[src/rtl/fc_argmax_reader_if.sv]
// rtl/fc_argmax_reader_if.sv - start/result handshake and FC input lanes of the argmax reader
interface fc_argmax_reader_if #(
  parameter int DATA_WIDTH = 16
);
  logic                  start;
  logic [DATA_WIDTH-1:0] Data_in_1;
  logic [DATA_WIDTH-1:0] Data_in_2;
  logic [DATA_WIDTH-1:0] Data_in_3;
  logic [DATA_WIDTH-1:0] Data_in_4;
  logic [DATA_WIDTH-1:0] Data_in_5;
  logic [DATA_WIDTH-1:0] Data_in_6;
  logic [DATA_WIDTH-1:0] Data_in_7;
  logic [DATA_WIDTH-1:0] Data_in_8;
  logic [DATA_WIDTH-1:0] Data_in_9;
  logic [DATA_WIDTH-1:0] Data_in_10;
  logic                  busy;
  logic                  res_valid;
  logic                  res_ready;
  logic [3:0]            class_idx;
  logic [DATA_WIDTH-1:0] max_value;

  modport master (
    output start, Data_in_1, Data_in_2, Data_in_3, Data_in_4, Data_in_5,
           Data_in_6, Data_in_7, Data_in_8, Data_in_9, Data_in_10, res_ready,
    input  busy, res_valid, class_idx, max_value
  );

  modport slave (
    input  start, Data_in_1, Data_in_2, Data_in_3, Data_in_4, Data_in_5,
           Data_in_6, Data_in_7, Data_in_8, Data_in_9, Data_in_10, res_ready,
    output busy, res_valid, class_idx, max_value
  );
endinterface

[src/rtl/fc_argmax_reader.sv]
// rtl/fc_argmax_reader.sv - snapshots ten FC results and scans them for the winning class
module fc_argmax_reader #(
  parameter int DATA_WIDTH = 16,
  parameter int ARITH_TYPE = 1
) (
  input  logic                clk,
  input  logic                reset,
  fc_argmax_reader_if.slave   bus
);
  typedef enum logic [1:0] {IDLE, SCAN, RESULT} state_t;

  state_t                state_q;
  logic [DATA_WIDTH-1:0] snap_q [10];
  logic [DATA_WIDTH-1:0] run_max_q;
  logic [3:0]            run_idx_q;
  logic [3:0]            cnt_q;
  logic                  busy_q;
  logic                  res_valid_q;
  logic [3:0]            class_idx_q;
  logic [DATA_WIDTH-1:0] max_value_q;

  logic [DATA_WIDTH-1:0] data_in [10];
  logic                  upd;
  logic [DATA_WIDTH-1:0] run_max_d;
  logic [3:0]            run_idx_d;

  assign data_in[0] = bus.Data_in_1;
  assign data_in[1] = bus.Data_in_2;
  assign data_in[2] = bus.Data_in_3;
  assign data_in[3] = bus.Data_in_4;
  assign data_in[4] = bus.Data_in_5;
  assign data_in[5] = bus.Data_in_6;
  assign data_in[6] = bus.Data_in_7;
  assign data_in[7] = bus.Data_in_8;
  assign data_in[8] = bus.Data_in_9;
  assign data_in[9] = bus.Data_in_10;

  // Strict greater-than; binary16 is ordered sign-magnitude with +0 == -0.
  function automatic logic greater(input logic [DATA_WIDTH-1:0] a,
                                   input logic [DATA_WIDTH-1:0] b);
    logic                  sa;
    logic                  sb;
    logic [DATA_WIDTH-2:0] ma;
    logic [DATA_WIDTH-2:0] mb;
    sa = a[DATA_WIDTH-1];
    sb = b[DATA_WIDTH-1];
    ma = a[DATA_WIDTH-2:0];
    mb = b[DATA_WIDTH-2:0];
    if (ARITH_TYPE != 0) return $signed(a) > $signed(b);
    if (ma == '0 && mb == '0) return 1'b0;
    if (!sa && !sb) return ma > mb;
    if (sa && sb) return ma < mb;
    return !sa;
  endfunction

  always_comb begin
    upd       = greater(snap_q[cnt_q], run_max_q);
    run_max_d = upd ? snap_q[cnt_q] : run_max_q;
    run_idx_d = upd ? cnt_q : run_idx_q;
  end

  always_ff @(posedge clk or posedge reset) begin
    if (reset) begin
      state_q     <= IDLE;
      for (int i = 0; i < 10; i++) snap_q[i] <= '0;
      run_max_q   <= '0;
      run_idx_q   <= '0;
      cnt_q       <= '0;
      busy_q      <= 1'b0;
      res_valid_q <= 1'b0;
      class_idx_q <= '0;
      max_value_q <= '0;
    end else begin
      case (state_q)
        IDLE: begin
          if (bus.start) begin
            for (int i = 0; i < 10; i++) snap_q[i] <= data_in[i];
            run_max_q <= data_in[0];
            run_idx_q <= 4'd0;
            cnt_q     <= 4'd1;
            busy_q    <= 1'b1;
            state_q   <= SCAN;
          end
        end
        SCAN: begin
          run_max_q <= run_max_d;
          run_idx_q <= run_idx_d;
          cnt_q     <= cnt_q + 4'd1;
          // Last lane: publish the updated running max directly.
          if (cnt_q == 4'd9) begin
            state_q     <= RESULT;
            res_valid_q <= 1'b1;
            class_idx_q <= run_idx_d;
            max_value_q <= run_max_d;
          end
        end
        RESULT: begin
          if (bus.res_ready) begin
            state_q     <= IDLE;
            res_valid_q <= 1'b0;
            busy_q      <= 1'b0;
          end
        end
        default: state_q <= IDLE;
      endcase
    end
  end

  assign bus.busy      = busy_q;
  assign bus.res_valid = res_valid_q;
  assign bus.class_idx = class_idx_q;
  assign bus.max_value = max_value_q;
endmodule

[src/flat_wrapper.sv]
// flat-port wrapper written by rule: the top's interface ports become plain ports
module fc_argmax_reader_flat 
#(
  parameter int DATA_WIDTH = 16,
  parameter int ARITH_TYPE = 1
)
  (clk, reset, bus_start, bus_Data_in_1, bus_Data_in_2, bus_Data_in_3, bus_Data_in_4, bus_Data_in_5, bus_Data_in_6, bus_Data_in_7, bus_Data_in_8, bus_Data_in_9, bus_Data_in_10, bus_res_ready, bus_busy, bus_res_valid, bus_class_idx, bus_max_value);
  fc_argmax_reader_if #(.DATA_WIDTH(DATA_WIDTH)) bus_i ();
  input  logic clk;
  input  logic reset;
  input wire logic [$bits(bus_i.start)-1:0] bus_start;
  input wire logic [$bits(bus_i.Data_in_1)-1:0] bus_Data_in_1;
  input wire logic [$bits(bus_i.Data_in_2)-1:0] bus_Data_in_2;
  input wire logic [$bits(bus_i.Data_in_3)-1:0] bus_Data_in_3;
  input wire logic [$bits(bus_i.Data_in_4)-1:0] bus_Data_in_4;
  input wire logic [$bits(bus_i.Data_in_5)-1:0] bus_Data_in_5;
  input wire logic [$bits(bus_i.Data_in_6)-1:0] bus_Data_in_6;
  input wire logic [$bits(bus_i.Data_in_7)-1:0] bus_Data_in_7;
  input wire logic [$bits(bus_i.Data_in_8)-1:0] bus_Data_in_8;
  input wire logic [$bits(bus_i.Data_in_9)-1:0] bus_Data_in_9;
  input wire logic [$bits(bus_i.Data_in_10)-1:0] bus_Data_in_10;
  input wire logic [$bits(bus_i.res_ready)-1:0] bus_res_ready;
  output wire logic [$bits(bus_i.busy)-1:0] bus_busy;
  output wire logic [$bits(bus_i.res_valid)-1:0] bus_res_valid;
  output wire logic [$bits(bus_i.class_idx)-1:0] bus_class_idx;
  output wire logic [$bits(bus_i.max_value)-1:0] bus_max_value;
  assign bus_i.start = bus_start;
  assign bus_i.Data_in_1 = bus_Data_in_1;
  assign bus_i.Data_in_2 = bus_Data_in_2;
  assign bus_i.Data_in_3 = bus_Data_in_3;
  assign bus_i.Data_in_4 = bus_Data_in_4;
  assign bus_i.Data_in_5 = bus_Data_in_5;
  assign bus_i.Data_in_6 = bus_Data_in_6;
  assign bus_i.Data_in_7 = bus_Data_in_7;
  assign bus_i.Data_in_8 = bus_Data_in_8;
  assign bus_i.Data_in_9 = bus_Data_in_9;
  assign bus_i.Data_in_10 = bus_Data_in_10;
  assign bus_i.res_ready = bus_res_ready;
  assign bus_busy = bus_i.busy;
  assign bus_res_valid = bus_i.res_valid;
  assign bus_class_idx = bus_i.class_idx;
  assign bus_max_value = bus_i.max_value;
  fc_argmax_reader #(.DATA_WIDTH(DATA_WIDTH), .ARITH_TYPE(ARITH_TYPE)) u_core (.clk(clk), .reset(reset), .bus(bus_i));
endmodule
[config.mk]
export PLATFORM = sky130hd
export DESIGN_NAME = fc_argmax_reader_flat
export DESIGN_NICKNAME = d
export VERILOG_FILES = /design/src/rtl/fc_argmax_reader_if.sv /design/src/rtl/fc_argmax_reader.sv /design/src/flat_wrapper.sv
export SDC_FILE = /design/constraint.sdc
export NUM_CORES = 1
export LEC_CHECK = 0
export BUFFER_PORTS_ARGS = -buffer_cell sky130_fd_sc_hd__buf_4
export CORE_ASPECT_RATIO = 0.75
export CORE_MARGIN = 3
export CORE_UTILIZATION = 50
export CTS_CLUSTER_SIZE = 24
export DETAILED_ROUTE_END_ITERATION = 6
export PLACE_DENSITY = 0.78
export SETUP_SLACK_MARGIN = 0.3
export SYNTH_ARGS = -nofsm -noshare
export SYNTH_HDL_FRONTEND = slang
export SYNTH_SLANG_ARGS = --single-unit
[constraint.sdc]
create_clock -name clk -period 6.3 [get_ports clk]
set_clock_uncertainty 0.05 [all_clocks]
set_input_delay 0.315 -clock clk [delete_from_list [all_inputs] [get_ports clk]]
set_output_delay 0.315 -clock clk [all_outputs]
set_load 0.01 [all_outputs]
# == Yosys cells after proc, flatten, opt, wreduce, memory -nomap -nowiden ==
# Cells that the tools add are included.
# op_classes
addsub,1
order_cmp,2
eq_ne,6
mux,20
n_bitwise,1
reduce_logical,10
# ops
cell,count
$bmux 16 s4,1
$mux 16,4
$pmux 16 s2,1
$gt 16x16->1,1
$pmux 4 s2,2
$mux 4,3
$reduce_and 3->1,3
$mux 2,3
$pmux 2 s3,1
$reduce_and 2->1,3
$reduce_bool 2->1,3
$ge 5x5->1 const B,1
$not 4->5,1
$add 4x1->4 const B,1
$eq 4x4->1 const B,1
$ne 2x2->1 const B,2
$pmux 1 s2,2
$mux 1,3
$eq 2x1->1 const B,1
$eq 2x2->1 const B,1
$logic_not 2->1,1
$ne 2x1->1 const B,1
# word_totals
reg_bits,208
in_bits,164
out_inout_bits,22
word_cells,58

# == Longest topological paths before layout ==
# Gate-level depths: netlist (run 1).
# logic_depth
ltp_word,7
mapped_depth,15
ltp_nobuf,13

# == Least setup slack after synthesis (run 1) ==
# OpenSTA, ideal clock, no wires.
# synth_path
path_type,register to register
startpoint,register u_core.cnt_q[0]
endpoint,register u_core.run_max_q[0]
setup_time_ps,126
arrival_ps,3812
required_ps,6124
setup_slack_ps,2312
stages_incl_launch_ff,15
n_path_buf,3
period_less_slack_ps,3988
cell_sequence,dfrtp_1 -> buf_2 -> buf_2 -> mux4_2 -> a221oi_1 -> a21oi_1 -> ha_1 -> nand4_2 -> nor3_1 -> or3_1 -> a211oi_2 -> mux2i_2 -> a21oi_4 -> buf_6 -> a221o_1
# synth_between
elab_chain_cells,7
# synth_lines
item,line,source
from (decl),fc_argmax_reader.sv:16,logic [3:0] cnt_q;
from (signal assigned),fc_argmax_reader.sv:88,cnt_q <= cnt_q + 4'd1;
$not 4->5 (implied by the code) (*),"fc_argmax_reader.sv:57, fc_argmax_reader.sv:58",
$bmux 16 s4 (*),"fc_argmax_reader.sv:57, fc_argmax_reader.sv:58",
$mux 16 (implied by the code) (*) (2 in series),"fc_argmax_reader.sv:57, fc_argmax_reader.sv:58",
$gt 16x16->1,fc_argmax_reader.sv:49,if (ARITH_TYPE != 0) return $signed(a) > $signed(b);
$mux 16 (*),fc_argmax_reader.sv:58,run_max_d = upd ? snap_q[cnt_q] : run_max_q;
$pmux 16 s2 (*),fc_argmax_reader.sv:74,case (state_q)
to (signal assigned),fc_argmax_reader.sv:78,run_max_q <= data_in[0];
to (signal assigned),fc_argmax_reader.sv:86,run_max_q <= run_max_d;
to (decl),fc_argmax_reader.sv:14,logic [DATA_WIDTH-1:0] run_max_q;
# Every way passes the cells marked *; elsewhere a longest branch is shown, timed or not. The select of a mux whose other input is x is not followed.
# A chain may end at the register's enable or synchronous reset.

# == Worst setup path after layout (run 1) ==
# layout_path
startpoint,register u_core.cnt_q[3]
endpoint,register u_core.run_idx_q[2]
# layout_between
elab_chain_cells,7
# layout_lines
item,line,source
$not 4->5 (implied by the code),fc_argmax_reader.sv:57,"upd = greater(snap_q[cnt_q], run_max_q);"
$bmux 16 s4,fc_argmax_reader.sv:57,
$mux 16 (implied by the code) (2 in series),fc_argmax_reader.sv:57,
$gt 16x16->1,fc_argmax_reader.sv:49,
$mux 4,fc_argmax_reader.sv:59,run_idx_d = upd ? cnt_q : run_idx_q;
$pmux 4 s2,fc_argmax_reader.sv:74,
to (signal assigned),fc_argmax_reader.sv:87,run_idx_q <= run_idx_d;
to (decl),fc_argmax_reader.sv:15,logic [3:0] run_idx_q;
# No other way between the ends. The select of a mux whose other input is x is not followed.

==> results of run 1 <==
-- path summary, 6_finish.rpt --
path,startpoint,end,slack (ns),depth (start not counted)
worst min register to register,u_core.snap_q[116],u_core.snap_q[116],0.42,2
worst min-delay path,bus_Data_in_6[8],u_core.snap_q[72],0.001,3
worst max-delay path,u_core.cnt_q[3],u_core.run_idx_q[2],0.66,13
worst max register to register,u_core.cnt_q[3],u_core.run_idx_q[2],0.66,13
max in group asynchronous,reset,u_core.cnt_q[1],4.63,4
min in group asynchronous,reset,u_core.bus.max_value[0],0.44,3
-- cell usage in the layout, fill, tap and decap left out, types with 3 or more instances in the layout --
cell type,netlist,final
a21o_1,17,17
a21oi_1,26,26
a221o_1,16,16
a221oi_1,16,16
a31oi_1,19,19
and2_1,16,16
buf_4,1,192
clkbuf_1,48,8
clkbuf_16,0,20
clkbuf_8,0,3
dfrtp_1,208,206
dlygate4sd3_1,0,139
ha_1,18,18
inv_1,26,25
mux2_2,17,17
mux4_2,32,32
nand2_1,498,498
nand3_1,8,7
nor2_1,26,26
o21ai_0,11,11
-- routing by layer --
layer,track usage,up-vias,part of all wire
li1,-,3990,-
met2,0.4640,498,0.46
met4,0.1004,2,0.036
met1,0.3948,4254,0.39
met3,0.08006,83,0.11
met5,0,-,0.00029
-- area by class of cell --
class                      count  area (um2)
tap                          247       309.0
multi-input combinational    738        4154
clock buffer                  31       571.8
sequential                   208        5210
fill                        1270        5487
inverter                      26       101.3
antenna                        1       2.502
clock inverter                 5       88.84
timing repair buffer         332        2853
-- cell families after synthesis --
group | Yosys count | synth area share
AOI/OAI and AO/OA | 111 | 0.08176
xor gates and xnor gates | 1 | 0.0009029
adders and majority gates | 18 | 0.02321
buffers and inverters | 91 | 0.03766
DFF | 208 | 0.5365
muxes | 50 | 0.09543
and+or+nand+nor | 558 | 0.2245
-- critical path: cells and delay by family (launching register included) --
family / cells / cell delay (ns)
AO/OA/AOI/OAI: 4 / 1.12
multiplexers: 1 / 0.54
adder cells (fa/ha/maj): 1 / 0.35
AND/OR/NAND/NOR: 5 / 2.22
buffers and inverters: 2 / 0.78
flip-flops: 1 / 0.42
-- state kept, by name (all words and copies together) (netlist names) --
register,count
u_core.bus.class_idx,4
u_core.run_max_q,16
u_core.bus.busy,1
u_core.cnt_q,4
u_core.bus.max_value,16
u_core.bus.res_valid,1
u_core.snap_q,160
u_core.run_idx_q,4
u_core.state_q,2
-- per-stage QoR --
step	worst slack, ns	cells
after CTS	0.9396	1587
after floorplan	2.312	1037
after detailed placement	1.080	1412
final	0.6645	1588
after global placement	1.252	1412
after global routing	0.4650	1588
-- power by group through the flow --
| stage | Sequential [uW] | Clock [uW] | Combinational [uW] |
|---|---|---|---|
| after floorplan | 2280 | 0 | 2550 |
| after global placement | 2520 | 0 | 3200 |
| after detailed placement | 2550 | 0 | 3280 |
| after CTS | 2530 | 1230 | 3390 |
| after global routing | 2630 | 1290 | 3780 |
| final | 2570 | 1230 | 3480 |
==> impl_metrics.json, run 1 <==
{
  "area_growth_syn_to_layout_pct": 36.99,
  "power.net_switching_uw": 3094,
  "cp_data_required_time_ns": 6.62,
  "power_density_nw_per_um2": 547.3,
  "grt_pass1_wl_mm": 48.78,
  "buffer_ports.inserted": 185,
  "tritoncts_clock_tree": "done",
  "clkPwrFrac": 0.169,
  "initial_core_util": 0.5167,
  "routedWlPerCell_um": 19.68,
  "cts_buffers": 20,
  "clock_pin_slew_on_the_worst_setup_and_hold_paths_ns": 0.07,
  "hpwlAfterDp_mm": 19.49,
  "synth_top_area_cell": "dfrtp_1",
  "drc_errors": 0,
  "synth-async-reset-ratio": 1.000,
  "synth-seq-cells": 208,
  "design.final.nets": 1508,
  "design.core.area_um2": 18780,
  "ctsRootBufferMaster": "clkbuf_16",
  "numClockSinks": 208,
  "cts.hold.buffers_added": 139,
  "cts-resized-gates": 0,
  "fin_area_um2": 13290,
  "finalWirelength_mm": 31.25,
  "final_antenna_net_count": 0,
  "finalMaxSlewViolations": 0,
  "synthCells": 1037,
  "cts.htree.levels": 1,
  "pwr-share-seq": 0.353,
  "post_cts_buffers": 0,
  "timing.final.setup_violations": 0,
  "groute.usage.overall": 0.2927,
  "final_util": 0.7078,
  "dr.pass1.iters": 5,
  "most_prevalent_standard_cell_on_the_critical_path": "nor2_1",
  "worst_path_max_delay_cell": "nor2_1",
  "vias_in_the_first_global_route": 8975,
  "timing_worst_slew_pin_value_ns": 1.241,
  "via_count_normalized_by_instance_count": 5.559,
  "power.combinational.fraction": 0.478,
  "synth_commonest_cells": "nand2_1, dfrtp_1, clkbuf_1",
  "hp-class": "in -> reg",
  "io_pins": 186,
  "internal_power_uw": 4180,
  "path_max_fanout": 33,
  "drtIter0Drc": 900,
  "drv_cap": 0,
  "cts-root-to-sink-buffers": 3,
  "worstSetupPathType": "reg -> reg",
  "final_hold_violation_count": 0,
  "place_congestion": 0.9194,
  "worstSetupStartpointType": "flip-flop",
  "worst-endpoint-arrival_ns": 5.95,
  "die_w_um": 166.8,
  "netlist-cell-type-count": 35,
  "vdd_drop_max_uv": 409.2,
  "post_synth_top_flop": "dfrtp_1",
  "netlist_top_cells_area": "dfrtp_1, nand2_1, mux4_2",
  "relSlewSlack": 0.1729,
  "avgSynthCellArea_um2": 9.356,
  "status": "finished clean",
  "count_of_flip_flops_with_a_built_in_enable_after_synthesis": 0,
  "grt_overflow_total": 0,
  "fmax_mhz": 177.4,
  "path_cells": "inv_1 > nor2_1 > a221oi_1 > a21oi_1 > ha_1 > nand4_2 > nor3_1 > or3_1 > a211oi_2 > mux2_2 > nor2_1 > buf_4 > o21ai_0",
  "min_period_over_period": 0.8945,
  "power_switching_share": 0.4254,
  "totalNegativeSetupSlack_ns": 0,
  "cpPeakStageDelay_ns": 1.04,
  "netlist.area_leader.share": 0.5365,
  "antenna_found_initial": 2,
  "critPathCaptureType": "flip-flop",
  "dieArea_um2": 21130,
  "yosys_warnings": 0,
  "die_h_um": 126.6,
  "post_route_cells_drive_above_1_share": 0.2104,
  "fin_hold_ws_ns": 0.001283,
  "grt_max_degree": 128,
  "worstSkewPairLatency_ns": 0.51,
  "synth-seq-area-share": 0.5365,
  "report.power.total_uw": 7274,
  "number_of_core_rows": 43,
  "post-synth-top-count-cell": "nand2_1",
  "place_area_um2": 11240,
  "grt_setup_unrepaired": "false",
  "synthesis.area_um2": 9702,
  "power.static_leakage_uw": 0.006729,
  "detailroute.via_count": 8827,
  "synthesis.nets": 1219,
  "post-route-min-period_ns": 5.636
}
No activity file was read; power rests on OpenSTA's default activity.
==> run 2: changes to the inputs <==
CORE_UTILIZATION = 35   (was 50)
PLACE_DENSITY = 0.59   (was 0.78)
==> impl_metrics.json, run 2 (same netlist as run 1, synthesis figures left out) <==
{
  "antenna_found_initial": 0,
  "grt_setup_unrepaired": "false",
  "grt_pass1_wl_mm": 49.49,
  "die_h_um": 150.2,
  "number_of_core_rows": 52,
  "buffer_ports.inserted": 185,
  "drv_cap": 0,
  "fmax_mhz": 192.6,
  "most_prevalent_standard_cell_on_the_critical_path": "nor2_1",
  "largest-register": "u_core.snap_q",
  "io_pins": 186,
  "cts-root-to-sink-buffers": 3,
  "relSlewSlack": 0.2244,
  "num_antenna_cells": 0,
  "timing_worst_slew_pin_value_ns": 1.159,
  "worst-endpoint-arrival_ns": 5.48,
  "finalWirelength_mm": 31.91,
  "ctsRootBufferMaster": "clkbuf_16",
  "worstSkewPairLatency_ns": 0.51,
  "worst_slack_ns": 1.108,
  "min_period_over_period": 0.8242,
  "place_area_um2": 11400,
  "worst_path_max_delay_cell": "nor2_1",
  "totalNegativeSetupSlack_ns": 0,
  "cp_data_required_time_ns": 6.59,
  "design.core.area_um2": 27130,
  "drtIter0Drc": 555,
  "cts_buffers": 22,
  "via_count_normalized_by_instance_count": 4.991,
  "place_congestion": 0.9394,
  "final_hold_violation_count": 0,
  "largest_register_ffs": 160,
  "routedWlPerCell_um": 18.76,
  "die_w_um": 198.2,
  "drc_errors": 0,
  "post-route-min-period_ns": 5.192,
  "cts.htree.levels": 1,
  "hp-class": "in -> reg",
  "path_cells": "nor2_1 > a221oi_1 > a21oi_1 > ha_1 > nand4_2 > nor3_1 > or3_1 > a211oi_2 > mux2_2 > nor2_1 > buf_4 > o31ai_1",
  "path_max_fanout": 21,
  "detailroute.via_count": 8490,
  "final_antenna_net_count": 0,
  "design.final.nets": 1517,
  "grt_overflow_total": 0,
  "dieArea_um2": 29770,
  "status": "finished clean",
  "fin_area_um2": 13570,
  "power_density_nw_per_um2": 544.8,
  "fin_hold_ws_ns": 0.02232,
  "dr.pass1.iters": 5,
  "post_route_cells_drive_above_1_share": 0.2185,
  "area_growth_syn_to_layout_pct": 39.90,
  "hpwlAfterDp_mm": 21.75,
  "cpPeakStageDelay_ns": 0.95,
  "numClockSinks": 208,
  "finalMaxSlewViolations": 0,
  "tritoncts_clock_tree": "done",
  "post_cts_buffers": 0,
  "final_util": 0.5003,
  "grt_max_degree": 157,
  "groute.usage.overall": 0.2148,
  "timing.final.setup_violations": 0,
  "layout.cells.most_common_list": "nand2_1, dfrtp_1, buf_4",
  "power.static_leakage_uw": 0.006825,
  "vdd_drop_max_uv": 352.4,
  "fillCellCount": 2474,
  "critPathCaptureType": "flip-flop",
  "layout_commonest_cell": "nand2_1",
  "worstSetupPathType": "reg -> reg",
  "cts-resized-gates": 0,
  "initial_core_util": 0.3576,
  "clock_pin_slew_on_the_worst_setup_and_hold_paths_ns": 0.06,
  "worstSetupStartpointType": "flip-flop",
  "vias_in_the_first_global_route": 8604,
  "pre_cts_ws_ns": 1.239
}
==> run 2: cell types whose count changed in the layout (fill, tap and decap cells not counted), moves of 3 or more <==
cell,previous run,this run
clkbuf_1,8,2
dlygate4sd3_1,139,142
clkbuf_16,20,23
clkbuf_8,3,6
clkinv_2,1,6
buf_4,192,196
==> run 2: final timing paths <==
kind / start / end / slack [ns] / cells after the start
min in group asynchronous: reset / u_core.snap_q[99] / 0.53 / 4
min: bus_Data_in_3[12] / u_core.snap_q[124] / 0.02 / 3
max: u_core.cnt_q[1] / u_core.run_idx_q[3] / 1.11 / 12
min reg2reg: u_core.snap_q[48] / u_core.snap_q[48] / 0.42 / 2
max reg2reg: u_core.cnt_q[1] / u_core.run_idx_q[3] / 1.11 / 12
max in group asynchronous: reset / u_core.cnt_q[0] / 4.27 / 5
==> run 2: per-layer routing <==
metal,vias to the layer above,GRT usage,part of all wire
met5,-,0,0
met4,0,0.03218,0.015
met3,31,0.05570,0.084
met2,295,0.3173,0.44
met1,4148,0.3251,0.47
li1,4016,-,-
==> run 2: area by class of cell <==
cell class,instances,area [um2],share of cell area
clock buffers,31,665.6,0.04904
clock inverters,8,90.09,0.006637
inverters,26,101.3,0.007467
multi-input cells,738,4154,0.3060
flip-flops and latches,208,5210,0.3839
well taps,351,439.2,0.03236
repair buffers,339,2913,0.2146
==> run 2: where the power goes <==
group          switching (uW)  internal [uW]  total, uW  leakage [uW]
clock network             538            815       1350      0.000381
logic                    2030           1480       3510       0.00388
registers                 542           1990       2530       0.00256
==> run 2: per-stage QoR <==
stage | power (uW) | std cells
floorplan | 4822 | 1037
global placement | 5902 | 1520
detailed placement | 5935 | 1520
CTS | 7382 | 1701
global route | 7947 | 1701
finish | 7394 | 1701
==> run 2: timing repair <==
| action | in CTS | in global routing |
|---|---|---|
| setup endpoints to repair | 0 | 0 |
| hold buffers | 142 | 0 |
| hold endpoints to repair | 182 | 0 |
==> run 2: critical path: cells and delay by family (launching register included) <==
kind                       cells  cell delay, ns
and+or+nand+nor                5            2.24
AOI/OAI and AO/OA              4            0.96
DFF                            1            0.56
muxes                          1            0.54
adders and majority gates      1            0.34
buffers and inverters          1            0.32
==> run 3: changes to the inputs <==
ABC_AREA = 1   (was unset)
PLACE_DENSITY = 0.56   (was 0.59)
clock period = 5.3 ns   (was 6.3 ns; I/O delays follow)
==> impl_metrics.json, run 3 <==
{
  "status": "finished clean",
  "synth-seq-cells": 208,
  "cp.buffers_inverters": 1,
  "layout.cells.most_common_list": "nand2_1, dfrtp_1, buf_4",
  "cts.htree.levels": 1,
  "timing_worst_slew_pin_value_ns": 0.9770,
  "fmax_mhz": 249.5,
  "clock_pin_slew_on_the_worst_setup_and_hold_paths_ns": 0.06,
  "hpwlAfterDp_mm": 22.88,
  "synthCells": 1345,
  "synth_commonest_cells": "nand2_1, dfrtp_1, inv_1",
  "worstSkewPairLatency_ns": 0.53,
  "number_of_core_rows": 54,
  "die_w_um": 205.1,
  "cts.hold.buffers_added": 159,
  "finalMaxSlewViolations": 0,
  "cp_data_required_time_ns": 5.66,
  "totalNegativeSetupSlack_ns": 0,
  "hp-class": "in -> reg",
  "groute.usage.overall": 0.2119,
  "post_synth_top_flop": "dfrtp_1",
  "post_route_cells_drive_above_1_share": 0.1807,
  "cts-resized-gates": 0,
  "layout_commonest_cell": "nand2_1",
  "most_prevalent_standard_cell_on_the_critical_path": "nand2_1",
  "via_count_normalized_by_instance_count": 4.705,
  "count_of_flip_flops_with_a_built_in_enable_after_synthesis": 0,
  "io_pins": 186,
  "cts_buffers": 24,
  "num_antenna_cells": 0,
  "area_growth_syn_to_layout_pct": 37.83,
  "design.core.area_um2": 29190,
  "min_period_over_period": 0.7561,
  "tritoncts_clock_tree": "done",
  "netlist_top_cells_area": "dfrtp_1, nand2_1, o21ai_0",
  "buffer_ports.inserted": 185,
  "fin_hold_ws_ns": 0.02297,
  "largest_register_ffs": 160,
  "vias_in_the_first_global_route": 9432,
  "placedCellCount": 1858,
  "grtUsageMet3": 0.03158,
  "synth-async-reset-ratio": 1.000,
  "ctsRootBufferMaster": "clkbuf_16",
  "cts-root-to-sink-buffers": 3,
  "path_max_fanout": 48,
  "grt_pass1_wl_mm": 53.34,
  "post_cts_buffers": 0,
  "die_h_um": 155.3,
  "worstSetupPathType": "reg -> reg",
  "post-route-min-period_ns": 4.008,
  "yosys_warnings": 0,
  "vdd_drop_max_uv": 465.3,
  "initial_core_util": 0.3566,
  "final_antenna_net_count": 0,
  "largest-register": "u_core.snap_q",
  "numClockSinks": 208,
  "final_hold_violation_count": 0,
  "netlist-cell-type-count": 28,
  "grt_setup_unrepaired": "false",
  "worstSetupStartpointType": "flip-flop",
  "met1_usage": 0.3296,
  "finalWirelength_mm": 33.88,
  "antenna_found_initial": 0,
  "worst_path_max_delay_cell": "dfrtp_4",
  "timing.final.setup_violations": 0,
  "cpPeakStageDelay_ns": 0.73,
  "path_cells": "inv_2 > o21ai_0 > nand3_1 > nand3_1 > nand2_1 > ha_1 > nand2_1 > nor2_2 > nand2_1 > nor2_1 > nand2_1 > nand4_1 > nand2_1 > nand2_2 > nand3_2 > nand3_1 > nand2_1",
  "synthesis.area_um2": 10410,
  "worst-endpoint-arrival_ns": 4.36,
  "routedWlPerCell_um": 16.46,
  "post-synth-top-count-cell": "nand2_1",
  "grt-busiest-layer": "met1",
  "dieArea_um2": 31860,
  "power.static_leakage_uw": 0.007300,
  "relSlewSlack": 0.3486,
  "drtIter0Drc": 707,
  "synthesis.nets": 1527,
  "grt_max_degree": 159,
  "synth_top_area_cell": "dfrtp_1",
  "critPathCaptureType": "flip-flop",
  "drc_errors": 0,
  "met2_usage": 0.3153,
  "detailroute.via_count": 9682,
  "cp_top_family": "simple AND/OR/NAND/NOR gates",
  "drv_cap": 0,
  "place_congestion": 0.8956,
  "post_layout_nonfiller_instances": 2058,
  "avgSynthCellArea_um2": 7.738,
  "design.final.nets": 1833,
  "power_density_nw_per_um2": 623.6,
  "netlist.area_leader.share": 0.5001,
  "fillCellCount": 2836,
  "grt_overflow_total": 0,
  "dr.pass1.iters": 6,
  "synth-seq-area-share": 0.5001
}
run 3: changes by cell type in the layout (fill, tap and decap cells not counted), moves of 21 or more:
cell,change
o21ai_0,+89
o21ai_1,+45
mux4_2,-32
inv_1,+94
nand2_1,+30
inv_2,+21
nand3_1,+89
run 3: path summary, 6_finish.rpt:
check / from / to / slack, ns / cells after the start
max in group asynchronous: reset / u_core.cnt_q[0] / 3.94 / 4
max reg2reg: u_core.cnt_q[0] / u_core.run_idx_q[3] / 1.29 / 17
min in group asynchronous: reset / u_core.snap_q[46] / 0.46 / 4
max: u_core.cnt_q[0] / u_core.run_idx_q[3] / 1.29 / 17
min: bus_Data_in_1[12] / u_core.snap_q[156] / 0.02 / 3
min reg2reg: u_core.snap_q[86] / u_core.snap_q[86] / 0.42 / 2
run 3: cells by family after synthesis:
group	count (synthesis)	share of synthesized area
AND/OR/NAND/NOR	694	0.2788
buffers and inverters	221	0.09245
flip-flops	208	0.5001
AO/OA/AOI/OAI	203	0.1062
adder cells (fa/ha/maj)	18	0.02164
XOR/XNOR	1	0.0008417
run 3: layout make-up:
class                   instances  area (um2)  share of cell area
clock buffers                  35       681.9             0.04754
repair buffers                358        3098              0.2160
inverters                     143       545.5             0.03803
clock inverters                 6       71.32            0.004972
flip-flops and latches        208        5210              0.3632
well taps                     392       490.5             0.03419
multi-input cells             916        4248              0.2961
run 3: per-stage QoR:
step | area (um2) | setup WS, ns | util | power (uW)
2_1_floorplan | 10410 | 2.285 | - | 6089
5_1_grt | 14350 | 0.9817 | 0.4915 | 9763
4_1_cts | 14350 | 1.394 | 0.4915 | 8972
6_report | 14350 | 1.292 | 0.4915 | 8946
3_5_place_dp | 12000 | 1.404 | 0.4111 | 7228
3_3_place_gp | 12000 | 1.518 | 0.4111 | 7148
run 3: report_power, final:
part,internal (uW),switching (uW)
clock,939,675
sequential,2360,449
combinational,1580,2940
run 3: metal layers:
metal	vias to the layer above	share of wire
li1	4846	-
met1	4494	0.49
met2	304	0.43
met3	38	0.063
met4	0	0.017
met5	-	0
run 3: worst min-delay path: stages:
cell and delay, ns:
buf_4 0.08, nand2_1 0.10, o21ai_0 0.10
